### src/rtl/mandel_pkg.sv
// Shared types and constants for the Mandelbrot frame pipeline: fixed-point
// formats, scan-state encoding and the view configuration bundle.
package mandel_pkg;

   localparam int WORD_LENGTH = 64;
   localparam int FRAC        = 60;
   localparam int COORD_W     = 11;
   localparam int CFG_W       = 32;

   typedef enum logic [1:0] {
      ST_IDLE  = 2'd0,
      ST_WAIT  = 2'd1,
      ST_OFFER = 2'd2,
      ST_DONE  = 2'd3
   } scan_state_t;

   typedef struct packed {
      logic [CFG_W-1:0]              width;
      logic [CFG_W-1:0]              height;
      logic [CFG_W-1:0]              zoom;
      logic signed [WORD_LENGTH-1:0] real_center;
      logic signed [WORD_LENGTH-1:0] imag_center;
   } view_cfg_t;

   // Width, height and zoom must each lie in 1..2^COORD_W.
   function automatic logic cfg_is_legal(input view_cfg_t c);
      logic [CFG_W-1:0] max_dim;
      max_dim = CFG_W'(1) << COORD_W;
      return (c.width  != '0) && (c.width  <= max_dim) &&
             (c.height != '0) && (c.height <= max_dim) &&
             (c.zoom   != '0) && (c.zoom   <= max_dim);
   endfunction

endpackage

### src/rtl/raster_counter.sv
// Raster-order x/y pixel counter: clear restarts at (0,0), advance steps one
// pixel, wrapping x at width-1 into the next row.
module raster_counter
   import mandel_pkg::*;
(
   input  logic               clk,
   input  logic               rst,
   input  logic               clear,
   input  logic               advance,
   input  logic [CFG_W-1:0]   width,
   input  logic [CFG_W-1:0]   height,
   output logic [COORD_W-1:0] x,
   output logic [COORD_W-1:0] y,
   output logic               last
);

   logic [COORD_W-1:0] x_q, x_d;
   logic [COORD_W-1:0] y_q, y_d;
   logic               x_at_end;
   logic               y_at_end;

   always_comb begin
      x_at_end = (CFG_W'(x_q) == (width  - CFG_W'(1)));
      y_at_end = (CFG_W'(y_q) == (height - CFG_W'(1)));
      x_d      = x_q;
      y_d      = y_q;
      if (clear) begin
         x_d = '0;
         y_d = '0;
      end else if (advance) begin
         if (x_at_end) begin
            x_d = '0;
            y_d = y_q + COORD_W'(1);
         end else begin
            x_d = x_q + COORD_W'(1);
         end
      end
   end

   always_ff @(posedge clk or posedge rst) begin
      if (rst) begin
         x_q <= '0;
         y_q <= '0;
      end else begin
         x_q <= x_d;
         y_q <= y_d;
      end
   end

   assign x    = x_q;
   assign y    = y_q;
   assign last = x_at_end && y_at_end;

endmodule

### src/rtl/pixel_scan_scheduler.sv
// Frame controller: shadows the view configuration, walks pixels in raster
// order, waits out converter latency and offers each point as a job.
module pixel_scan_scheduler
   import mandel_pkg::*;
#(
   parameter int CONV_LATENCY   = 1,
   parameter int DEFAULT_WIDTH  = 640,
   parameter int DEFAULT_HEIGHT = 480
) (
   input  logic                          clk,
   input  logic                          rst,
   input  logic                          start,
   input  logic                          abort,
   input  logic [31:0]                   cfg_width,
   input  logic [31:0]                   cfg_height,
   input  logic [31:0]                   cfg_zoom,
   input  logic signed [WORD_LENGTH-1:0] cfg_real_center,
   input  logic signed [WORD_LENGTH-1:0] cfg_imag_center,
   output logic [31:0]                   cv_width,
   output logic [31:0]                   cv_height,
   output logic [31:0]                   cv_zoom,
   output logic signed [WORD_LENGTH-1:0] cv_real_center,
   output logic signed [WORD_LENGTH-1:0] cv_imag_center,
   output logic [COORD_W-1:0]            pix_x,
   output logic [COORD_W-1:0]            pix_y,
   input  logic signed [WORD_LENGTH-1:0] conv_real,
   input  logic signed [WORD_LENGTH-1:0] conv_imag,
   output logic                          job_valid,
   input  logic                          job_ready,
   output logic signed [WORD_LENGTH-1:0] job_real,
   output logic signed [WORD_LENGTH-1:0] job_imag,
   output logic [COORD_W-1:0]            job_x,
   output logic [COORD_W-1:0]            job_y,
   output logic                          job_last,
   output logic                          busy,
   output logic                          frame_done,
   output logic                          cfg_error
);

   localparam int               CNT_W      = (CONV_LATENCY > 1) ? $clog2(CONV_LATENCY + 1) : 1;
   localparam logic [CNT_W-1:0] CNT_RELOAD = CNT_W'(CONV_LATENCY);

   scan_state_t      state_q, state_d;
   view_cfg_t        shadow_q, shadow_d;
   view_cfg_t        cfg_in;
   logic [CNT_W-1:0] cnt_q, cnt_d;
   logic             cfg_error_q, cfg_error_d;
   logic             cfg_ok;
   logic             raster_clear;
   logic             raster_advance;
   logic             raster_last;

   always_comb begin
      cfg_in.width       = cfg_width;
      cfg_in.height      = cfg_height;
      cfg_in.zoom        = cfg_zoom;
      cfg_in.real_center = cfg_real_center;
      cfg_in.imag_center = cfg_imag_center;
      cfg_ok             = cfg_is_legal(cfg_in);
   end

   raster_counter u_raster (
      .clk     (clk),
      .rst     (rst),
      .clear   (raster_clear),
      .advance (raster_advance),
      .width   (shadow_q.width),
      .height  (shadow_q.height),
      .x       (pix_x),
      .y       (pix_y),
      .last    (raster_last)
   );

   always_ff @(posedge clk or posedge rst) begin
      if (rst) state_q <= ST_IDLE;
      else     state_q <= state_d;
   end

   // Abort has priority over a handshake in the same cycle.
   always_comb begin
      state_d = state_q;
      unique case (state_q)
         ST_IDLE:  if (start) state_d = cfg_ok ? ST_WAIT : ST_DONE;
         ST_WAIT: begin
            if (abort)                       state_d = ST_IDLE;
            else if (cnt_q == CNT_W'(1))     state_d = ST_OFFER;
         end
         ST_OFFER: begin
            if (abort)                       state_d = ST_IDLE;
            else if (job_ready)              state_d = raster_last ? ST_DONE : ST_WAIT;
         end
         ST_DONE:                            state_d = ST_IDLE;
         default:                            state_d = ST_IDLE;
      endcase
   end

   always_comb begin
      job_valid  = (state_q == ST_OFFER);
      busy       = (state_q != ST_IDLE);
      frame_done = (state_q == ST_DONE);
   end

   always_comb begin
      shadow_d       = shadow_q;
      cnt_d          = cnt_q;
      cfg_error_d    = cfg_error_q;
      raster_clear   = 1'b0;
      raster_advance = 1'b0;
      unique case (state_q)
         ST_IDLE: begin
            if (start) begin
               cfg_error_d = !cfg_ok;
               if (cfg_ok) begin
                  shadow_d     = cfg_in;
                  cnt_d        = CNT_RELOAD;
                  raster_clear = 1'b1;
               end
            end
         end
         ST_WAIT:  cnt_d = cnt_q - CNT_W'(1);
         ST_OFFER: begin
            if (!abort && job_ready && !raster_last) begin
               raster_advance = 1'b1;
               cnt_d          = CNT_RELOAD;
            end
         end
         default: ;
      endcase
   end

   // Shadow reset values keep the converter's divisors nonzero out of reset.
   always_ff @(posedge clk or posedge rst) begin
      if (rst) begin
         shadow_q.width       <= 32'(DEFAULT_WIDTH);
         shadow_q.height      <= 32'(DEFAULT_HEIGHT);
         shadow_q.zoom        <= 32'd1;
         shadow_q.real_center <= '0;
         shadow_q.imag_center <= '0;
         cnt_q                <= '0;
         cfg_error_q          <= 1'b0;
      end else begin
         shadow_q             <= shadow_d;
         cnt_q                <= cnt_d;
         cfg_error_q          <= cfg_error_d;
      end
   end

   assign cv_width       = shadow_q.width;
   assign cv_height      = shadow_q.height;
   assign cv_zoom        = shadow_q.zoom;
   assign cv_real_center = shadow_q.real_center;
   assign cv_imag_center = shadow_q.imag_center;
   assign cfg_error      = cfg_error_q;

   assign job_real = conv_real;
   assign job_imag = conv_imag;
   assign job_x    = pix_x;
   assign job_y    = pix_y;
   assign job_last = raster_last;

endmodule

### config.mk
export PLATFORM = sky130hd
export DESIGN_NAME = pixel_scan_scheduler
export DESIGN_NICKNAME = d
export VERILOG_FILES = /design/src/rtl/mandel_pkg.sv /design/src/rtl/raster_counter.sv /design/src/rtl/pixel_scan_scheduler.sv
export SDC_FILE = /design/constraint.sdc
export NUM_CORES = 1
export LEC_CHECK = 0
export CORE_AREA = 10 10 288 290
export DETAILED_ROUTE_END_ITERATION = 16
export DIE_AREA = 0 0 298 300
export MAX_ROUTING_LAYER = met4
export SLEW_MARGIN = 20
export SYNTH_ARGS = -nofsm -noshare
export SYNTH_HDL_FRONTEND = slang
export SYNTH_SLANG_ARGS = --single-unit
### constraint.sdc
create_clock -name clk -period 10.2 [get_ports clk]
set_input_delay 1.02 -clock clk [delete_from_list [all_inputs] [get_ports clk]]
set_output_delay 1.02 -clock clk [all_outputs]
set_load 0.01 [all_outputs]
Yosys cells after proc, flatten, opt, wreduce, memory -nomap -nowiden
Cells that the tools add are included.
{ "op_classes": {"addsub": 5, "order_cmp": 3, "eq_ne": 10, "mux": 23, "n_reduce_logical": 24} }
{ "op_table": {"columns": ["op", "n"], "rows": [
  ["32-bit by 12-bit less-or-equal comparator with 1-bit output, second input constant", 3],
  ["32-bit nonzero test", 3],
  ["11-bit two-way mux", 6],
  ["11-bit by 32-bit equality test with 1-bit output", 2],
  ["32-bit by 1-bit subtractor with 32-bit output, second input constant", 2],
  ["11-bit by 1-bit adder with 11-bit output, second input constant", 2],
  ["2-bit two-way mux", 7],
  ["1-bit logical AND", 8],
  ["1-bit two-way mux", 8],
  ["2-bit one-hot mux with 4 select lines", 1],
  ["3-bit AND reduction", 2],
  ["2-bit nonzero test", 3],
  ["2-bit equality test, second input constant", 2],
  ["2-bit inequality test, second input constant", 2],
  ["2-bit AND reduction", 2],
  ["4-bit AND reduction", 1],
  ["1-bit logical NOT", 3],
  ["3-bit by 2-bit inequality test with 1-bit output, second input constant", 1],
  ["3-bit inequality test, second input constant", 1],
  ["1-bit one-hot mux with 3 select lines", 1],
  ["3-bit nonzero test", 1],
  ["2-bit by 1-bit equality test with 1-bit output, second input constant", 1],
  ["2-bit logical NOT", 1],
  ["2-bit by 1-bit inequality test with 1-bit output, second input constant", 1],
  ["1-bit subtractor, second input constant", 1]
]} }
{ "totals": {"register_bits": 250, "in_bits": 357, "out_inout_bits": 401, "elab_cells": 75} }

Longest topological paths before layout
{ "logic_depth": {"depth_word": 11, "ltp_mapped": 13, "ltp_nobuf": 11} }

Modules after synthesis
From an unflattened synthesis, not the netlist that was laid out.
{ "unflattened": {"hier_cells": 994, "area_unflattened_um2": 12320.6} }
{ "modules_own_cells": {"columns": ["mod", "instances", "cells_per_inst", "area_per_inst_um2", "seq_area_each_um2"], "rows": [
  ["pixel_scan_scheduler", 1, 692, 9935.8, 5714.2],
  ["raster_counter", 1, 302, 2384.8, 550.5]
]} }

Worst setup path before layout
Ideal clock, no wire load.
{ "synth_timing": {"path_kind": "register to output", "from": "register cv_width[2] (netlist name)", "to": "output job_last", "t_arrival_ps": 3005, "required_ps": 9180, "path_slack_ps": 6175, "path_stages_with_launch": 8, "path_buffers": 0, "cell_sequence": "dfrtp_1 -> nor4_4 -> nand4_1 -> or2_2 -> xnor2_1 -> or4_1 -> or4_1 -> nor3_1"} }
{ "synth_via": {"elab_chain_cells": 3} }
{ "synth_lines": {"columns": ["element", "line_no", "text"], "rows": [
  ["32-bit by 1-bit subtractor with 32-bit output", "raster_counter.sv:23", "x_at_end = (CFG_W'(x_q) == (width - CFG_W'(1)));"],
  ["11-bit by 32-bit equality test with 1-bit output", "raster_counter.sv:23", null],
  ["1-bit logical AND", "raster_counter.sv:52", "assign last = x_at_end && y_at_end;"],
  ["end, declared", "pixel_scan_scheduler.sv:34", "output logic job_last,"]
]} }
Every way passes these cells.

Worst setup path after layout
{ "layout_timing": {"from": "register cv_width[3] (netlist name)", "to": "output job_last"} }
{ "layout_via": {"elab_chain_cells": 3} }
{ "layout_lines": {"columns": ["element", "line_no"], "rows": [
  ["32-bit by 1-bit subtractor with 32-bit output", "raster_counter.sv:23"],
  ["11-bit by 32-bit equality test with 1-bit output", "raster_counter.sv:23"],
  ["1-bit logical AND", "raster_counter.sv:52"]
]} }
Every way passes these cells.

==> reports/results.txt <==
Largest net degree at the start of global routing - 139
Max FO, Critical Path - 10
Skew-Pair Late Insertion Delay - 600 ps
Setup tns final - 0 ps
Detail Route Antenna Nets - 0
Vias in the first global route - 11338
Routed vias/inst - 3.89
Post-synth top flop - dfrtp_1
Core area - 77100 sq um
Library cells used by synthesis - 65
Clock transition at path regs - 70 ps
Fmax - 177 MHz
Pint - 1.84 mW
Final setup viols - 0
Pleak - 8.36 nW
Area of the multi-input gates - 4740 sq um
Gr usage total - 11.4%
Total CTS buffers - 31
Hold crit path type - reg2reg
Fraction of synthesized cell area in xor and xnor cells - 2.97%
Final Max Slew Viols - 0
Layout cells sized above 1 - 4.93%
Clock group share of total power - 45.9%
Layout Skew - 22.2 ps
Cts hold-fix bufs - 0
DR vias - 10923
Fillers - 8384
CP cell instances - nor4_4 > nand4_1 > or2_2 > xnor2_1 > or4_1 > or4_1 > nor3_1 > clkdlybuf4s50_1
DR pass1 iterations - 5
Main combinational cell family by area after synthesis - simple AND/OR/NAND/NOR gates
Crit share post-route - 55.4%
Sequential cell area - 6260 sq um
Slew HR - 34.4%
CP Launch Type - flip-flop
Critical path type - reg2out
Area contributors post-synth - dfrtp_1 (49%), nand2_1 (15%), buf_4 (9.1%), and2_1 (3.1%), nor4_1 (2.4%)
Most used cell, CP - or4_1
PostCTS Resize Cnt - 0
Critical path's top delay family - simple AND/OR/NAND/NOR gates
Ys Warns - 0
CTS Sinks - 250
Syn Std Cell Area - 12400 sq um
Status - finished clean
Area leader, netlist - dfrtp_1
Row count - 102
Clk Tree Root Cell - clkbuf_16
Synthesis-to-layout area growth - 49.3%
WP data required - 9180 ps
Final min period - 5650 ps
Logic pwr share - 11.9%
Syn Nets - 1768
Critical path arrival - 4630 ps
Hpwl dp - 40500 microns
Buf+Inv Stages, Crit Path - 1
Synth Area in Adders - 0.404%
# nets final - 2100
1st-iter DRT viols - 440
Portion of netlist area occupied by mux cells - 0.505%
Die Y - 300 microns
Register area share after synthesis - 50.6%
IO Count - 758
Final hold vios - 0
Worst Tran Pin Value - 984 ps
Worst VDD drop - 112 uV
Grt total ovfl - 0
Post-CTS setup buffer count - 0
Simple-Gate Fraction of Synth Area - 29.5%
Power per cell area - 134 nW/um^2
Post-Syn Area per Cell - 8.80 sq um
Switching pwr - 632 uW
Switching share of total power - 25.6%
H-tree Lvls - 1
Global-route wire length before repair - 75900 microns
Initial core utilization - 16.1%
Post-synth ARST share - 100%
Reg power frac - 42.3%
Die ar. - 89400 sq um
Post-Route WL - 52100 microns
Synth Instances - 1407
RePlAce Congestion - 0.943
CTS tree - done
DRC viols - 0
Complex-gate fraction of the synthesized area - 4.61%
Max-cap viol count - 0
Number of synthesized flops with an enable pin - 0
Total Power - 2.47 mW
Die width - 298 microns
IO Port Bufs - 501
Area share of the largest cell type after synthesis - 49.1%
Antenna violations before repair - 4
Wirelength per Cell - 18.6 microns
CP max-delay cell - clkdlybuf4s50_1
CP peak stage delay - 630 ps
CP Capture Type - output port
CTS Buffer Depth - 3
R2R Setup Slk - 5930 ps
Post-synthesis register bit count - 250
RSZ-0062 raised after global routing - false
[final timing paths]
path / startpoint / endpoint / cells after the start
setup / recovery: cv_width[3] / job_last / 8
hold / removal: cv_zoom[0] / cv_zoom[0] / 2
setup reg to reg: cv_width[3] / u_raster.y[7] / 9
hold reg to reg: cv_zoom[0] / cv_zoom[0] / 2
max in group asynchronous: rst / cv_zoom[7] / 3
min in group asynchronous: rst / cv_real_center[12] / 2
[metrics by stage]
step                      setup slack (ps)  instance area, sq um  instances  hold slack, ps  util, %
after floorplan                       2320                 12400       1407             460        -
after global placement                4590                 17400       2746             442     22.6
after detailed placement              4570                 17400       2746             446     22.6
after CTS                             4410                 18500       2803             456     24.0
after global routing                  4290                 18500       2805             475     24.0
final                                 4550                 18500       2805             452     24.0
[area by class of cell]
| type | instances | area share, % |
|---|---|---|
| repair buffers | 509 | 27.5 |
| clock buffers | 42 | 4.69 |
| multi-input cells | 932 | 25.6 |
| well taps | 1040 | 7.04 |
| flip-flops and latches | 250 | 33.9 |
| inverters | 15 | 0.345 |
| clock inverters | 15 | 0.907 |
| diodes | 2 | 0.0271 |
[synth_stat cells, drive strengths merged, types with 3 or more instances]
master	count
clkbuf	58
ha	4
buf	152
o211ai	4
or4b	3
nand2b	4
nor3b	8
nor4b	4
xnor2	19
nand2	509
xor2	23
a211o	4
and3	7
or2	5
mux2i	4
o31ai	3
dfstp	7
inv	15
nor2	40
a22o	4
nor2b	3
nand4	23
a21o	6
and2	62
o41ai	3
a21oi	9
or3	6
o22ai	4
nand3	23
nor4	51
or4	11
dfrtp	243
o2bb2ai	3
a31oi	5
nor3	32
a211oi	4
o21ai	17
[metal layers]
layer	up-vias	wire [microns]	GRT usage, %
li1	5159	-	-
met1	5125	21800	13.4
met2	558	22500	16.8
met3	81	6360	6.12
met4	0	1410	2.93
met5	-	0	-
[flip-flops by register name (all words and copies together), names as in the netlist]
register	cells
cfg_error	1
cv_real_center	64
cv_zoom	32
cv_height	32
cnt_q	1
u_raster.y	11
u_raster.x	11
state_q	2
cv_width	32
cv_imag_center	64
[power by group through the flow]
stage	logic [mW]	clock network, mW	registers, mW
floorplan	0.176	0	1.04
global placement	0.297	0	1.06
detailed placement	0.298	0	1.06
CTS	0.299	1.18	1.04
global route	0.320	1.21	1.05
finish	0.293	1.13	1.04
[worst min-delay path, cell delays in order (launching register included)]
cell and delay, ps:
dfstp_2 370, nand2_1 50, nand2_1 40
[cell usage in the layout (no fill, tap or decap), types with 6 or more instances in the layout]
master           instances
clkbuf_1                 6
nand3_1                 23
xnor2_1                 19
clkbuf_16               31
nor3_1                  32
nor4_2                   6
o21ai_0                 17
and3_1                   7
or4_1                   11
nor2_1                  39
nor4_1                  44
dfrtp_1                243
nand4_1                 23
and2_1                  61
buf_4                    7
a21oi_1                  9
nand2_1                509
xor2_1                  23
dfstp_2                  7
or3_1                    6
a21o_1                   6
clkdlybuf4s50_1        501
nor3b_1                  8
inv_1                   14
clkinv_2                 7
[cell families (layout without fill, tap and decap cells)]
group,after synthesis,count (layout)
and+or+nand+nor,799,799
DFF,250,250
buffers and inverters,225,581
AOI/OAI and AO/OA,81,81
xor gates and xnor gates,42,42
muxes,6,6
adders and majority gates,4,4
other,0,2
Power figures use the tool's default switching activity.
